===== src/rtl/gate_bist_2in.sv =====
// gate_bist_2in: built-in self-test sequencer for a single 2-input gate.
// Walks {a,b} through 00,01,10,11, waits SETTLE_CYCLES after each vector,
// samples y and compares it against the EXP_TT truth table (bit index {a,b}).
// Optional macro GATE_BIST_FIRST_FAIL_EN adds first_fail_vld/first_fail_idx,
// which record the index of the first mismatching vector of a run.
module gate_bist_2in #(
    parameter logic [3:0]  EXP_TT        = 4'b0001,
    parameter int unsigned SETTLE_CYCLES = 2
) (
    input  logic       clk,
    input  logic       rst,
    input  logic       start,
    output logic       a_o,
    output logic       b_o,
    input  logic       y_i,
    output logic       busy,
    output logic       done,
    output logic       pass,
    output logic [2:0] err_cnt,
    output logic [3:0] fail_map
`ifdef GATE_BIST_FIRST_FAIL_EN
    ,
    output logic       first_fail_vld,
    output logic [1:0] first_fail_idx
`endif
);

    localparam logic [2:0] S_IDLE   = 3'd0;
    localparam logic [2:0] S_DRIVE  = 3'd1;
    localparam logic [2:0] S_WAIT   = 3'd2;
    localparam logic [2:0] S_SAMPLE = 3'd3;
    localparam logic [2:0] S_DONE   = 3'd4;

    localparam logic [3:0] SETTLE = 4'(SETTLE_CYCLES);

    logic [2:0] state_q, state_d;
    logic [1:0] idx_q, idx_d;
    logic [3:0] cnt_q, cnt_d;
    logic [1:0] ab_q, ab_d;
    logic       pass_q, pass_d;
    logic [2:0] err_q, err_d;
    logic [3:0] map_q, map_d;
    logic       mismatch;
`ifdef GATE_BIST_FIRST_FAIL_EN
    logic       ffv_q, ffv_d;
    logic [1:0] ffi_q, ffi_d;
`endif

    assign mismatch = (y_i != EXP_TT[idx_q]);

    // Next-state logic. The vector is loaded into the a/b registers on the
    // edge that enters DRIVE, so the gate inputs are already valid during
    // DRIVE and stay untouched until the edge that leaves SAMPLE.
    always_comb begin
        state_d = state_q;
        idx_d   = idx_q;
        cnt_d   = cnt_q;
        ab_d    = ab_q;
        pass_d  = pass_q;
        err_d   = err_q;
        map_d   = map_q;
`ifdef GATE_BIST_FIRST_FAIL_EN
        ffv_d   = ffv_q;
        ffi_d   = ffi_q;
`endif
        case (state_q)
            S_IDLE: begin
                if (start) begin
                    err_d   = 3'd0;
                    map_d   = 4'd0;
                    pass_d  = 1'b0;
                    idx_d   = 2'd0;
                    ab_d    = 2'd0;
`ifdef GATE_BIST_FIRST_FAIL_EN
                    ffv_d   = 1'b0;
                    ffi_d   = 2'd0;
`endif
                    state_d = S_DRIVE;
                end
            end
            S_DRIVE: begin
                cnt_d   = SETTLE;
                state_d = (SETTLE == 4'd0) ? S_SAMPLE : S_WAIT;
            end
            S_WAIT: begin
                cnt_d = cnt_q - 4'd1;
                if (cnt_q <= 4'd1) begin
                    state_d = S_SAMPLE;
                end
            end
            S_SAMPLE: begin
                if (mismatch) begin
                    err_d        = err_q + 3'd1;
                    map_d[idx_q] = 1'b1;
`ifdef GATE_BIST_FIRST_FAIL_EN
                    if (!ffv_q) begin
                        ffv_d = 1'b1;
                        ffi_d = idx_q;
                    end
`endif
                end
                if (idx_q == 2'd3) begin
                    ab_d    = 2'd0;
                    state_d = S_DONE;
                end else begin
                    idx_d   = idx_q + 2'd1;
                    ab_d    = idx_q + 2'd1;
                    state_d = S_DRIVE;
                end
            end
            S_DONE: begin
                pass_d  = (err_q == 3'd0);
                ab_d    = 2'd0;
                state_d = S_IDLE;
            end
            default: begin
                state_d = S_IDLE;
            end
        endcase
    end

    // State and result registers, cleared immediately by the async reset.
    always_ff @(posedge clk or posedge rst) begin
        if (rst) begin
            state_q <= S_IDLE;
            idx_q   <= 2'd0;
            cnt_q   <= 4'd0;
            ab_q    <= 2'd0;
            pass_q  <= 1'b0;
            err_q   <= 3'd0;
            map_q   <= 4'd0;
`ifdef GATE_BIST_FIRST_FAIL_EN
            ffv_q   <= 1'b0;
            ffi_q   <= 2'd0;
`endif
        end else begin
            state_q <= state_d;
            idx_q   <= idx_d;
            cnt_q   <= cnt_d;
            ab_q    <= ab_d;
            pass_q  <= pass_d;
            err_q   <= err_d;
            map_q   <= map_d;
`ifdef GATE_BIST_FIRST_FAIL_EN
            ffv_q   <= ffv_d;
            ffi_q   <= ffi_d;
`endif
        end
    end

    assign a_o      = ab_q[1];
    assign b_o      = ab_q[0];
    assign busy     = (state_q == S_DRIVE) || (state_q == S_WAIT) || (state_q == S_SAMPLE);
    assign done     = (state_q == S_DONE);
    assign pass     = pass_q;
    assign err_cnt  = err_q;
    assign fail_map = map_q;
`ifdef GATE_BIST_FIRST_FAIL_EN
    assign first_fail_vld = ffv_q;
    assign first_fail_idx = ffi_q;
`endif

endmodule

===== config.mk =====
export PLATFORM = sky130hd
export DESIGN_NAME = gate_bist_2in
export DESIGN_NICKNAME = d
export VERILOG_FILES = /design/src/rtl/gate_bist_2in.sv
export SDC_FILE = /design/constraint.sdc
export NUM_CORES = 1
export LEC_CHECK = 0
export ABC_AREA = 1
export ABC_CLOCK_PERIOD_IN_PS = 1500
export BUFFER_PORTS_ARGS = -buffer_cell sky130_fd_sc_hd__buf_2
export CORE_ASPECT_RATIO = 0.8
export CORE_MARGIN = 3
export CORE_UTILIZATION = 54
export CTS_CLUSTER_SIZE = 40
export DETAILED_ROUTE_END_ITERATION = 10
export PLACE_DENSITY = 0.76
export SLEW_MARGIN = 10
export SYNTH_ARGS = -nofsm -noshare
export SYNTH_HDL_FRONTEND = slang
export SYNTH_SLANG_ARGS = --single-unit

===== constraint.sdc =====
create_clock -name clk -period 1.5 [get_ports clk]
set_input_delay 0.15 -clock clk [delete_from_list [all_inputs] [get_ports clk]]
set_output_delay 0.15 -clock clk [all_outputs]
set_load 0.1 [all_outputs]

==> impl_metrics.csv <==
group,metric,value,unit
route,wl_per_cell,11.4,um
floorplanning,dieArea,2520,um^2
sta,rsz0062_at_grt,"no",
logic_synthesis,synth_area_per_cell,8.35,um^2
flow_run,drv_cap,0,
floorplanning,start_util,0.610,
logic_synthesis,synthXorXnorAreaFrac,0.00832,
sta,final.setup.tns,0,ns
setup_path,start_kind,"flop",
cells_and_area,synthToLayoutAreaGrowth,22.4,%
cells_and_area,diodes,0,
place,gp_congestion,0.782,
logic_synthesis,synth_top_area_share,0.452,
cells_and_area,fillers,125,
cells_and_area,layout.nets,165,
logic_synthesis,synth_mux_area_frac,0,
floorplanning,die_w,55.4,um
setup_path,cp_cell_sequence,"nor2_4, nand2_1, inv_2, buf_12",
logic_synthesis,synth_nets,138,
clock_network,clock-sinks,19,
route,drt_first_pass_iters,4,
place,pre_cts_slack,0.158,ns
setup_path,worst_ep_arrival_time,1.27,ns
clock_network,root_buffer,"clkbuf_4",
setup_path,ff2ff_setup_slack,0.16,ns
setup_path,critPathKind,"reg2out",
floorplanning,row_count,13,
floorplanning,die_h,45.5,um
route,drt_wl_total,1.98,mm
place,port_buffers,15,
sta,layout_setup_ws,0.0835,ns
setup_path,cp_max_fo,4,
logic_synthesis,netlist_top_cells_area,"dfrtp_1 45%, nand2_1 15%, ha_1 9.5%, inv_1 6.1%, nand3_1 3.8%",
logic_synthesis,syn_area,1050,um^2
logic_synthesis,synth_top_family_by_area,"simple AND/OR/NAND/NOR gates",
clock_network,cts_tree,"built",
clock_network,clockBufferDepth,2,
logic_synthesis,synth_compound_area_frac,0.0690,
floorplanning,fp.coreArea,1720,um^2
sta,post-route-period-util,0.944,
grt,antenna_found_initial,0,
setup_path,critical_path.slowest_cell,"dfrtp_2",
grt,grt_pass1_vias,762,
sta,finalSetupViolations,0,
grt,grt_usage,0.174,
sta,drv_slew,0,
setup_path,critPathCaptureType,"output pin",
logic_synthesis,synthSimpleGateAreaFrac,0.293,
sta,fmax,706,MHz
logic_synthesis,syn_inst,126,
place,hpwl,1.51,mm
logic_synthesis,yosys_register_bits,19,
route,vias,866,
route,drt.antenna.violating_nets,0,
logic_synthesis,yosysWarningCount,0,
sta,hold_viol,0,
route,initialDrtViolationCount,31,
logic_synthesis,yosys.area.top_type,"dfrtp_1",
setup_path,slowest_delay,0.46,ns
sta,tightest_slew,0.488,ns
logic_synthesis,synth_fa_ha_area_frac,0.0951,
sta,max-slew-margin-rel,0.677,
logic_synthesis,synth_cell_types,20,
route,routed_via_density,4.98,
cells_and_area,drive_above_1_share,0.303,
grt,overflow,0,
worst_hold_path,worstHoldPathType,"in2reg",
clock_network,clk_transition_reported_paths,0.11,ns
clock_network,clock_latency,0.31,ns
setup_path,required,1.35,ns
route,drc_errors,0,
sta,fin_crit,1.42,ns
sta,fin_skew,0.00786,ns
grt,grt_start_max_net_pins,13,
clock_network,cts_made_buffers,3,
floorplanning,num_io_pins,16,
clock_network,htree_levels,1,
grt,grt_pass1_wl,3.39,mm
logic_synthesis,ys_seq_area_frac,0.452,
status,status,"completed",
-- synthesized netlist by cell type (all sizes together) --
master and number:
a22oi 1, o211ai 4, nand3 10, ha 8
dfrtp 19, nor3 1, inv 21, xor2 1
clkinv 1, o21ai 6, nand2 47, nand4 1
nor2 6
-- logic make-up (layout without fill, tap and decap cells) --
family                   count (synthesis)  in the layout
AND/OR/NAND/NOR                         65             65
buffers and inverters                   22             48
flip-flops                              19             19
AO/OA/AOI/OAI                           11             11
adder cells (fa/ha/maj)                  8              8
XOR/XNOR                                 1              1
-- path summary, 6_finish.rpt --
path	from	endpoint	depth (start not counted)
max	state_q[1]	done	4
min	start	pass	4
max reg2reg	idx_q[0]	err_cnt[2]	9
min reg2reg	ab_q[0]	ab_q[0]	2
max in group asynchronous	rst	fail_map[2]	4
min in group asynchronous	rst	cnt_q[3]	3
-- cell usage in the layout (no fill, tap or decap) --
cell,n
dlygate4sd3_1,1
clkbuf_4,3
buf_2,13
nand3_4,1
o21ai_0,2
buf_12,2
o211ai_1,4
nor2_1,4
dfrtp_1,15
nand3_2,1
nand4_1,1
o21ai_1,4
dfrtp_2,4
inv_1,17
nand2_4,2
clkinv_2,1
xor2_1,1
clkinv_4,1
buf_4,6
inv_2,4
nor3_2,1
ha_1,7
ha_2,1
nand2_1,42
nand3_1,8
a22oi_2,1
nor2_4,2
nand2_2,3
-- area by class of cell --
class                      count  area, um^2  area share
inverter                      22        87.6      0.0680
sequential                    19         480       0.373
timing repair buffer          22         160       0.124
clock inverter                 1        5.00     0.00389
clock buffer                   3        22.5      0.0175
multi-input combinational     85         504       0.392
tap                           22        27.5      0.0214
-- registers in the layout, indices dropped and copies added (netlist names) --
| register | flops |
|---|---|
| ab_q | 2 |
| cnt_q | 4 |
| err_cnt | 3 |
| fail_map | 4 |
| idx_q | 2 |
| pass | 1 |
| state_q | 3 |
-- through the flow --
step           std cells  area (um^2)  hold slack, ns   util
3_5_place_dp         164         1200           0.166  0.697
2_1_floorplan        126         1060           0.101      -
3_3_place_gp         164         1200           0.166  0.697
4_1_cts              169         1250           0.194  0.724
5_1_grt              174         1290           0.232  0.747
6_report             174         1290           0.195  0.747
-- per-layer routing --
layer	vias to the layer above	share of wire	GRT usage
li1	448	-	-
met1	392	0.49	0.247
met2	22	0.43	0.252
met3	4	0.070	0.0652
met4	0	0.011	0.0437
met5	-	0	0
-- timing repair --
action	in CTS	in global routing
hold buffers	1	0
setup buffers	0	5
setup endpoints to repair	1	3
hold endpoints to repair	11	0
pin swaps	0	1
cloned	0	0
resized for setup	3	1
-- critical path, delay by kind of cell, from the launching register on --
family                 cells  cell delay (ns)
buffers and inverters      2             0.26
DFF                        1             0.46
and+or+nand+nor            2             0.24
Power is not shown: default switching activity piles up to over one toggle a cycle in this logic, so the estimate is an artifact.
